[src/rtl/riscv_bp_pkg.sv]
// Shared branch-prediction types: queue geometry, predictor field widths,
// the in-flight prediction entry and the resolve-unit FSM states.
package riscv_bp_pkg;

   localparam int PQ_DEPTH  = 4;
   localparam int PQ_PTR_W  = 2;
   localparam int PQ_CNT_W  = 3;
   localparam int BTB_IDX_W = 3;
   localparam int BTB_TAG_W = 3;
   localparam int BTB_TGT_W = 6;

   typedef struct packed {
      logic [31:0] pc;
      logic        taken;
      logic [31:0] target;
   } pred_entry_t;

   typedef enum logic {
      ST_RUN     = 1'b0,
      ST_RECOVER = 1'b1
   } bru_state_e;

   // Target only matters when the branch really went taken.
   function automatic logic is_mispredict(input pred_entry_t e,
                                          input logic        ex_taken,
                                          input logic [31:0] ex_target);
      return (e.taken != ex_taken) | (ex_taken & (e.target != ex_target));
   endfunction

endpackage

[src/rtl/bru_pred_fifo.sv]
// Four-entry in-flight prediction queue. clear_i wins over push/pop; a push
// into a full queue is accepted only when a pop happens in the same cycle.
module bru_pred_fifo
   import riscv_bp_pkg::*;
(
   input  logic        clk,
   input  logic        rst,
   input  logic        push_i,
   input  logic        pop_i,
   input  logic        clear_i,
   input  pred_entry_t push_data_i,
   output logic        full_o,
   output logic        empty_o,
   output pred_entry_t head_o
);

   pred_entry_t         mem_q [PQ_DEPTH];
   logic [PQ_PTR_W-1:0] wr_ptr_q, rd_ptr_q;
   logic [PQ_CNT_W-1:0] count_q;
   logic                do_push, do_pop;

   assign full_o  = (count_q == PQ_CNT_W'(PQ_DEPTH));
   assign empty_o = (count_q == '0);
   assign head_o  = mem_q[rd_ptr_q];
   assign do_pop  = pop_i & ~empty_o;
   assign do_push = push_i & (~full_o | do_pop);

   always_ff @(posedge clk) begin
      if (rst || clear_i) begin
         wr_ptr_q <= '0;
         rd_ptr_q <= '0;
         count_q  <= '0;
      end else begin
         if (do_push) wr_ptr_q <= wr_ptr_q + PQ_PTR_W'(1);
         if (do_pop)  rd_ptr_q <= rd_ptr_q + PQ_PTR_W'(1);
         case ({do_push, do_pop})
            2'b10:   count_q <= count_q + PQ_CNT_W'(1);
            2'b01:   count_q <= count_q - PQ_CNT_W'(1);
            default: count_q <= count_q;
         endcase
      end
   end

   always_ff @(posedge clk) begin
      if (do_push && !rst && !clear_i) mem_q[wr_ptr_q] <= push_data_i;
   end

endmodule

[src/rtl/branch_resolve_unit.sv]
// Resolves predicted control flow against EX results: flush/redirect on a
// mispredict, predictor update on taken mispredicts. Optional perf counters
// are built when BRU_PERF_CNT_EN is defined.
//
// Handshake: pred_valid and ex_valid are single-cycle valid strobes with no
// ready; back-pressure to fetch is pq_full, and memory_stall masks both.
module branch_resolve_unit
   import riscv_bp_pkg::*;
(
   input  logic                 clk,
   input  logic                 rst,
   input  logic                 memory_stall,
   input  logic                 pred_valid,
   input  logic [31:0]          pred_pc,
   input  logic                 pred_taken,
   input  logic [31:0]          pred_target,
   input  logic                 ex_valid,
   input  logic [31:0]          ex_pc,
   input  logic                 ex_taken,
   input  logic [31:0]          ex_target,
   output logic                 flush,
   output logic [31:0]          redirect_pc,
   output logic                 upd_valid,
   output logic [BTB_IDX_W-1:0] upd_index,
   output logic [BTB_TAG_W-1:0] upd_tag,
   output logic [BTB_TGT_W-1:0] upd_target,
   output logic                 pq_full,
   output bru_state_e           dbg_state,
`ifdef BRU_PERF_CNT_EN
   output logic [31:0]          perf_branches,
   output logic [31:0]          perf_mispredicts,
`endif
   output logic                 err
);

   bru_state_e           state_q, state_d;
   logic                 flush_q, flush_d;
   logic [31:0]          redirect_q, redirect_d;
   logic                 upd_valid_q, upd_valid_d;
   logic [BTB_IDX_W-1:0] upd_index_q, upd_index_d;
   logic [BTB_TAG_W-1:0] upd_tag_q, upd_tag_d;
   logic [BTB_TGT_W-1:0] upd_target_q, upd_target_d;
   logic                 err_q, err_d;

   logic        fifo_full, fifo_empty;
   pred_entry_t head, push_data;
   logic        ex_act, pred_act, pop, mispredict;
   logic        pc_err, empty_err, push_req, overflow, push;

   assign ex_act     = ex_valid & ~memory_stall;
   assign pred_act   = pred_valid & ~memory_stall;
   assign pop        = ex_act & ~fifo_empty;
   assign mispredict = pop & is_mispredict(head, ex_taken, ex_target);
   assign pc_err     = pop & (ex_pc != head.pc);
   assign empty_err  = ex_act & fifo_empty;
   // Anything fetched alongside or right after a mispredict is wrong-path.
   assign push_req   = pred_act & (state_q == ST_RUN) & ~mispredict;
   assign overflow   = push_req & fifo_full & ~pop;
   assign push       = push_req & ~overflow;
   assign push_data  = '{pc: pred_pc, taken: pred_taken, target: pred_target};

   bru_pred_fifo u_fifo (
      .clk         (clk),
      .rst         (rst),
      .push_i      (push),
      .pop_i       (pop),
      .clear_i     (mispredict),
      .push_data_i (push_data),
      .full_o      (fifo_full),
      .empty_o     (fifo_empty),
      .head_o      (head)
   );

   always_comb begin
      state_d = state_q;
      if (!memory_stall) begin
         case (state_q)
            ST_RUN:     if (mispredict) state_d = ST_RECOVER;
            ST_RECOVER: state_d = ST_RUN;
            default:    state_d = ST_RUN;
         endcase
      end
   end

   always_comb begin
      flush_d      = flush_q;
      redirect_d   = redirect_q;
      upd_valid_d  = upd_valid_q;
      upd_index_d  = upd_index_q;
      upd_tag_d    = upd_tag_q;
      upd_target_d = upd_target_q;
      err_d        = err_q;
      if (!memory_stall) begin
         flush_d     = mispredict;
         upd_valid_d = mispredict & ex_taken;
         err_d       = err_q | overflow | empty_err | pc_err;
         if (mispredict) redirect_d = ex_taken ? ex_target : ex_pc + 32'd4;
         if (mispredict && ex_taken) begin
            upd_index_d  = ex_pc[4:2];
            upd_tag_d    = ex_pc[7:5];
            upd_target_d = ex_target[7:2];
         end
      end
   end

   always_ff @(posedge clk) begin
      if (rst) begin
         state_q      <= ST_RUN;
         flush_q      <= 1'b0;
         redirect_q   <= '0;
         upd_valid_q  <= 1'b0;
         upd_index_q  <= '0;
         upd_tag_q    <= '0;
         upd_target_q <= '0;
         err_q        <= 1'b0;
      end else begin
         state_q      <= state_d;
         flush_q      <= flush_d;
         redirect_q   <= redirect_d;
         upd_valid_q  <= upd_valid_d;
         upd_index_q  <= upd_index_d;
         upd_tag_q    <= upd_tag_d;
         upd_target_q <= upd_target_d;
         err_q        <= err_d;
      end
   end

   // A pulse pending when a stall begins is held and emitted after it ends.
   assign flush       = flush_q & ~memory_stall;
   assign upd_valid   = upd_valid_q & ~memory_stall;
   assign redirect_pc = redirect_q;
   assign upd_index   = upd_index_q;
   assign upd_tag     = upd_tag_q;
   assign upd_target  = upd_target_q;
   assign pq_full     = fifo_full;
   assign err         = err_q;
   assign dbg_state   = state_q;

`ifdef BRU_PERF_CNT_EN
   logic [31:0] perf_br_q, perf_mp_q;

   always_ff @(posedge clk) begin
      if (rst) begin
         perf_br_q <= '0;
         perf_mp_q <= '0;
      end else begin
         if (pop && perf_br_q != 32'hFFFF_FFFF)        perf_br_q <= perf_br_q + 32'd1;
         if (mispredict && perf_mp_q != 32'hFFFF_FFFF) perf_mp_q <= perf_mp_q + 32'd1;
      end
   end

   assign perf_branches    = perf_br_q;
   assign perf_mispredicts = perf_mp_q;
`endif

endmodule

[config.mk]
export PLATFORM = sky130hd
export DESIGN_NAME = branch_resolve_unit
export DESIGN_NICKNAME = d
export VERILOG_FILES = /design/src/rtl/riscv_bp_pkg.sv /design/src/rtl/bru_pred_fifo.sv /design/src/rtl/branch_resolve_unit.sv
export SDC_FILE = /design/constraint.sdc
export NUM_CORES = 1
export LEC_CHECK = 0
export BUFFER_PORTS_ARGS = -buffer_cell sky130_fd_sc_hd__buf_2
export CAP_MARGIN = 40
export CORE_MARGIN = 8
export CORE_UTILIZATION = 31
export DETAILED_ROUTE_END_ITERATION = 10
export GPL_TIMING_DRIVEN = 0
export MAX_ROUTING_LAYER = met4
export PLACE_DENSITY = 0.56
export SYNTH_ARGS = -nofsm -noshare
export SYNTH_HDL_FRONTEND = slang
export SYNTH_SLANG_ARGS = --single-unit
[constraint.sdc]
create_clock -name clk -period 8.12 [get_ports clk]
set_input_delay 0.812 -clock clk [delete_from_list [all_inputs] [get_ports clk]]
set_output_delay 0.812 -clock clk [all_outputs]
set_load 0.005 [all_outputs]
Word level (Yosys, flattened, before mapping) --
Memory sizes are Yosys's and may differ from the RTL's. A register that Yosys moved wholly into a read port is not among the register bits. Cells that the tools add are included.
Storage, ports and cells: logic and storage cells 70, bits in writable memories 260, memories 1, register bits 55
Cells by class: reductions and logical operators 10, eq/ne operators 6, $add $sub $neg 5, bitwise logic cells 29, muxes and demuxes 8
Memory list:
- u_fifo.mem_q | depth 4, width 65, read ports 1, clocked after Yosys merged registers in 1, write ports 1, RTL line bru_pred_fifo.sv:17 | pred_entry_t mem_q [PQ_DEPTH];
Operators with widths (count):
- $ne A32 B32 Y1 | 2
- $add A32 B3 Y32 const B | 1
- $mux W32 | 1
- $and A1 B1 Y1 | 17
- $not A1 Y1 | 7
- $pmux W3 S2 | 1
- $or A1 B1 Y1 | 5
- $add A2 B1 Y2 const B | 2
- $mux W2 | 2
- $reduce_and A2 Y1 | 2
- $add A3 B1 Y3 const B | 1
- $eq A3 B3 Y1 const B | 1
- $logic_and A1 B1 Y1 | 3
- $logic_not A3 Y1 | 1
- $mux W1 | 3
- $sub A3 B1 Y3 const B | 1
- $eq A2 B1 Y1 const B | 1
- $eq A2 B2 Y1 const B | 1
- $logic_not A1 Y1 | 2
- $pmux W1 S2 | 1
- $reduce_bool A2 Y1 | 1
- $logic_or A1 B1 Y1 | 1
- $ne A1 B1 Y1 | 1

Longest topological paths before layout --
word-level depth 15, gate-level depth with buffers 18, depth with buffers taken out 14

Cells and area by module --
A second synthesis with hierarchy kept.
Unflattened totals: cell total of the unflattened synthesis 851, area, all modules 13475.4 um^2
Modules (own cells, without submodules):
- bru_pred_fifo | area each 9923.3 um^2, cells each 407, times used 1
- branch_resolve_unit | area each 3552.2 um^2, cells each 444, times used 1

Worst setup path before layout --
No wires, ideal clock.
path type input -> register, start input ex_target[27], end memory u_fifo.mem_q[0][0] (netlist bit) (enable), arrival 6731 ps, required time 7552 ps, setup slack 821 ps, buffers on the path 1, cell stages on the path 8, cell sequence inv_1 -> o31ai_1 -> or4b_1 -> nor4_1 -> nand3_1 -> o21a_1 -> buf_2 -> nor3_1
On the way: longest elaborated chain between the ends 15
RTL lines:
- start: declaration | RTL line branch_resolve_unit.sv:20 | input logic [31:0] ex_target,
- $ne A32 B32 Y1 (*) | RTL line riscv_bp_pkg.sv:27 | return (e.taken != ex_taken) | (ex_taken & (e.target != ex_target));
- $and A1 B1 Y1 (*) | RTL line riscv_bp_pkg.sv:27
- $or A1 B1 Y1 (*) | RTL line riscv_bp_pkg.sv:27
- $and A1 B1 Y1 (*) | RTL line branch_resolve_unit.sv:53 | assign mispredict = pop & is_mispredict(head, ex_taken, ex_target);
- $not A1 Y1 | RTL line branch_resolve_unit.sv:57 | assign push_req = pred_act & (state_q == ST_RUN) & ~mispredict;
- $and A1 B1 Y1 | RTL line branch_resolve_unit.sv:57
- $and A1 B1 Y1 (2 in series) | RTL line branch_resolve_unit.sv:58 | assign overflow = push_req & fifo_full & ~pop;
- $not A1 Y1 | RTL line branch_resolve_unit.sv:59 | assign push = push_req & ~overflow;
- $and A1 B1 Y1 | RTL line branch_resolve_unit.sv:59
- $and A1 B1 Y1 | RTL line bru_pred_fifo.sv:26 | assign do_push = push_i & (~full_o | do_pop);
- $logic_and A1 B1 Y1 | RTL line bru_pred_fifo.sv:45 | if (do_push && !rst && !clear_i) mem_q[wr_ptr_q] <= push_data_i;
- $logic_and A1 B1 Y1 (*) | RTL line bru_pred_fifo.sv:45
- $mux W1 (*) | RTL line bru_pred_fifo.sv:45
- $mux W1 (implied by the code) (*) | RTL line bru_pred_fifo.sv:45
- end: declaration | RTL line bru_pred_fifo.sv:17
Mark *: on every way between the ends. The rest lies on a longest branch, timed or not.

==> impl_metrics.sql <==
INSERT INTO impl_metrics (metric_group, metric, value, unit) VALUES
('route', 'drc', '0', ''),
('route', 'viasPerCell', '4.78', ''),
('die', 'core-area', '44100', 'sq um'),
('grt', 'antenna_violations_before_repair', '16', ''),
('route', 'vias', '8559', ''),
('outcome', 'outcome', 'complete, no violations', ''),
('synthesis', 'yosys.cell_count.top_type', 'sky130_fd_sc_hd__edfxtp_1', ''),
('final_layout', 'number_of_nets_in_the_final_layout', '1296', ''),
('clock_network', 'postCtsSetupRepairBufs', '0', ''),
('timing', 'finalCritPeriodShare', '58.2', '%'),
('grt', 'grt.total_usage', '16.4', '%'),
('clock_network', 'clock-root-buffer', 'sky130_fd_sc_hd__clkbuf_16', ''),
('synthesis', 'count_of_flip_flops_with_a_built_in_enable_after_synthesis', '260', ''),
('pwr', 'power.density', '224', 'nW/um^2'),
('synthesis', 'yosysWarningCount', '0', ''),
('pwr', 'cell_internal_pwr', '2.97', 'mW'),
('synthesis', 'syn-cell-area', '13800', 'sq um'),
('timing', 'fmax', '0.212', 'GHz'),
('timing', 'setup_slack', '3400', 'ps'),
('route', 'detailedRoute.firstIterationViolations', '664', ''),
('worst_setup_path', 'worst-endpoint-arrival', '4960', 'ps'),
('clock_network', 'cts-htree-levels', '2', ''),
('worst_setup_path', 'worst_ep_required_time', '8360', 'ps'),
('clock_network', 'cts-hold-fix-buffers', '0', ''),
('timing', 'setup_viol', '0', ''),
('synthesis', 'postSynthRegisterBits', '317', ''),
('worst_setup_path', 'crit_slowest_cell', 'sky130_fd_sc_hd__buf_2', ''),
('clock_network', 'cts.clk_slew.worst_paths', '60', 'ps'),
('pwr', 'total_leakage_power', '6.08', 'nW'),
('pwr', 'switching_power_as_a_share_of_total_power', '22.4', '%'),
('route', 'drt-total-wl', '41600', 'um'),
('placement', 'routabilityCongestion', '0.837', ''),
('worst_setup_path', 'cp-end-kind', 'flip-flop', ''),
('grt', 'grt_pass1_wl', '59600', 'um'),
('pwr', 'p_sw', '0.857', 'mW'),
('clock_network', 'post_cts.resized_instances', '0', ''),
('die', 'std_cell_rows', '77', ''),
('synthesis', 'post_synth_main_area_contributors', 'sky130_fd_sc_hd__edfxtp_1, sky130_fd_sc_hd__dfxtp_1, sky130_fd_sc_hd__mux4_2, sky130_fd_sc_hd__mux2i_1, sky130_fd_sc_hd__xor2_1', ''),
('synthesis', 'postSynth.topFlopCell', 'sky130_fd_sc_hd__edfxtp_1', ''),
('placement', 'dpl.hpwl', '32300', 'um'),
('worst_setup_path', 'start_kind', 'flip-flop', ''),
('run', 'cap_viol_max_count', '0', ''),
('clock_network', 'clkLatencyLatePin', '540', 'ps'),
('clock_network', 'numCtsBuffers', '37', ''),
('timing', 'rsz0062_at_grt', 'false', ''),
('route', 'final_antenna_net_count', '0', ''),
('route', 'wl_per_cell', '23.2', 'um'),
('synthesis', 'syn-instance-count', '902', ''),
('route', 'firstDrtPassIters', '5', ''),
('worst_setup_path', 'timing.critical_path.max_delay_family', 'buffers and inverters', ''),
('clock_network', 'clock-sinks', '317', ''),
('timing', 'timing.final.max_slew_violations', '0', ''),
('clock_network', 'clock_path_buffers', '3', ''),
('die', 'top_level_ports', '184', ''),
('worst_setup_path', 'worstPathBufferInverterCount', '9', ''),
('final_layout', 'drive_above_1_share', '29.3', '%'),
('worst_setup_path', 'max_stage_delay', '440', 'ps'),
('pwr', 'combPwrFrac', '8.7', '%'),
('worst_setup_path', 'timing.critical_path.cells', 'buf_6 -> buf_4 -> buf_2 -> o2111ai_1 -> nor4_1 -> nand4_1 -> o21a_1 -> buf_2 -> nor3_2 -> buf_4 -> buf_4 -> buf_6 -> buf_4 -> buf_4', ''),
('die', 'initial_core_util', '31.3', '%'),
('pwr', 'worst_ir_drop_vdd', '0.000133', 'V'),
('die', 'die_width', '227', 'um'),
('timing', 'timing.max_slew.rel_slack', '44.2', '%'),
('pwr', 'share_seq_of_total_power', '47.1', '%'),
('timing', 'hold_viol', '0', ''),
('final_layout', 'final_core_utilization', '38.7', '%'),
('grt', 'final_global_route_overflow_total', '0', ''),
('grt', 'grt_pass1_vias', '8915', ''),
('placement', 'io_buffer_count', '178', ''),
('worst_setup_path', 'worstPathMaxFanout', '10', ''),
('timing', 'worst-slew-pin-transition', '830', 'ps');
## layer usage
layer	vias up	GRT usage [%]	part of all wire, %
li1	3967	-	-
met1	4275	20.6	43
met2	262	25.6	47
met3	55	4.84	7.5
met4	0	4.51	2.3
met5	-	-	0
## kinds of logic after synthesis
| family | share of synthesized area, % |
|---|---|
| AO/OA/AOI/OAI | 4.11 |
| XOR/XNOR | 5.52 |
| adder cells (fa/ha/maj) | 0.689 |
| buffers and inverters | 2.59 |
| flip-flops | 64.8 |
| multiplexers | 14.6 |
| AND/OR/NAND/NOR | 7.66 |
## power by group through the flow
stage          Combinational, mW  Sequential, mW  Clock (mW)
4_1_cts                    0.334            1.80        1.73
6_report                   0.331            1.80        1.69
5_1_grt                    0.359            1.81        1.79
3_3_place_gp               0.321            1.84           0
3_5_place_dp               0.333            1.84           0
2_1_floorplan              0.182            1.84           0
## state kept, by name, indices dropped and copies added (netlist names), named ones only
| register | flops |
|---|---|
| flush_q | 1 |
| upd_target | 6 |
| u_fifo.mem_q | 260 |
| err | 1 |
| dbg_state | 1 |
| u_fifo.count_q | 3 |
| upd_index | 3 |
| upd_tag | 3 |
| u_fifo.wr_ptr_q | 2 |
| redirect_pc | 32 |
| u_fifo.rd_ptr_q | 2 |
| upd_valid_q | 1 |
## worst paths after layout
kind	start	endpoint	slack (ps)	cells after the start
setup / recovery	flip-flop	u_fifo.mem_q[0][20]	3400	14
hold / removal	err	err	450	2
setup reg to reg	flip-flop	u_fifo.mem_q[0][20]	3400	14
hold reg to reg	err	err	450	2
## tightest hold or removal path: cells and delay by family (launching register included)
kind                   cells  cell delay (ps)
AO/OA/AOI/OAI              1               50
buffers and inverters      1               50
flip-flops                 1              300
## per-stage QoR
step	hold slack (ps)	cells	setup TNS (ps)	total power, mW	cell area, sq um
2_1_floorplan	441	902	0	2.02	13800
3_3_place_gp	442	1672	-1076350	2.16	15400
3_5_place_dp	443	1707	0	2.17	15800
4_1_cts	452	1775	0	3.87	17000
5_1_grt	474	1791	0	3.95	17100
6_report	454	1792	0	3.83	17100
## cell usage in the layout (no fill, tap or decap), types with 16 or more instances in the layout
cell                        synthesis  layout
sky130_fd_sc_hd__mux4_2            46      46
sky130_fd_sc_hd__nand2b_1          55      55
sky130_fd_sc_hd__xor2_1            49      49
sky130_fd_sc_hd__a21oi_1           30      30
sky130_fd_sc_hd__nor3_1            25      21
sky130_fd_sc_hd__nand3_1           16      16
sky130_fd_sc_hd__buf_2              9     187
sky130_fd_sc_hd__edfxtp_1         260     260
sky130_fd_sc_hd__diode_2            0      17
sky130_fd_sc_hd__xnor2_1           38      38
sky130_fd_sc_hd__buf_4              4      25
sky130_fd_sc_hd__dfxtp_1           57      57
sky130_fd_sc_hd__buf_6              6      19
sky130_fd_sc_hd__clkbuf_1          20      30
sky130_fd_sc_hd__mux2i_1           70      70
sky130_fd_sc_hd__clkbuf_16          0      37
sky130_fd_sc_hd__o21ai_0           26      26
sky130_fd_sc_hd__nor2_1            19      19
sky130_fd_sc_hd__nand2_1           35      35
sky130_fd_sc_hd__inv_1             28      28
## layout make-up
class / count / area (sq um)
antenna: 17 / 42.5
fill: 4304 / 27100
clock inverter: 21 / 278
timing repair buffer: 213 / 1210
multi-input combinational: 513 / 4520
inverter: 29 / 109
tap: 592 / 741
buffer: 43 / 249
sequential: 317 / 8950
clock buffer: 47 / 963
No activity file was read; power rests on OpenSTA's default activity.
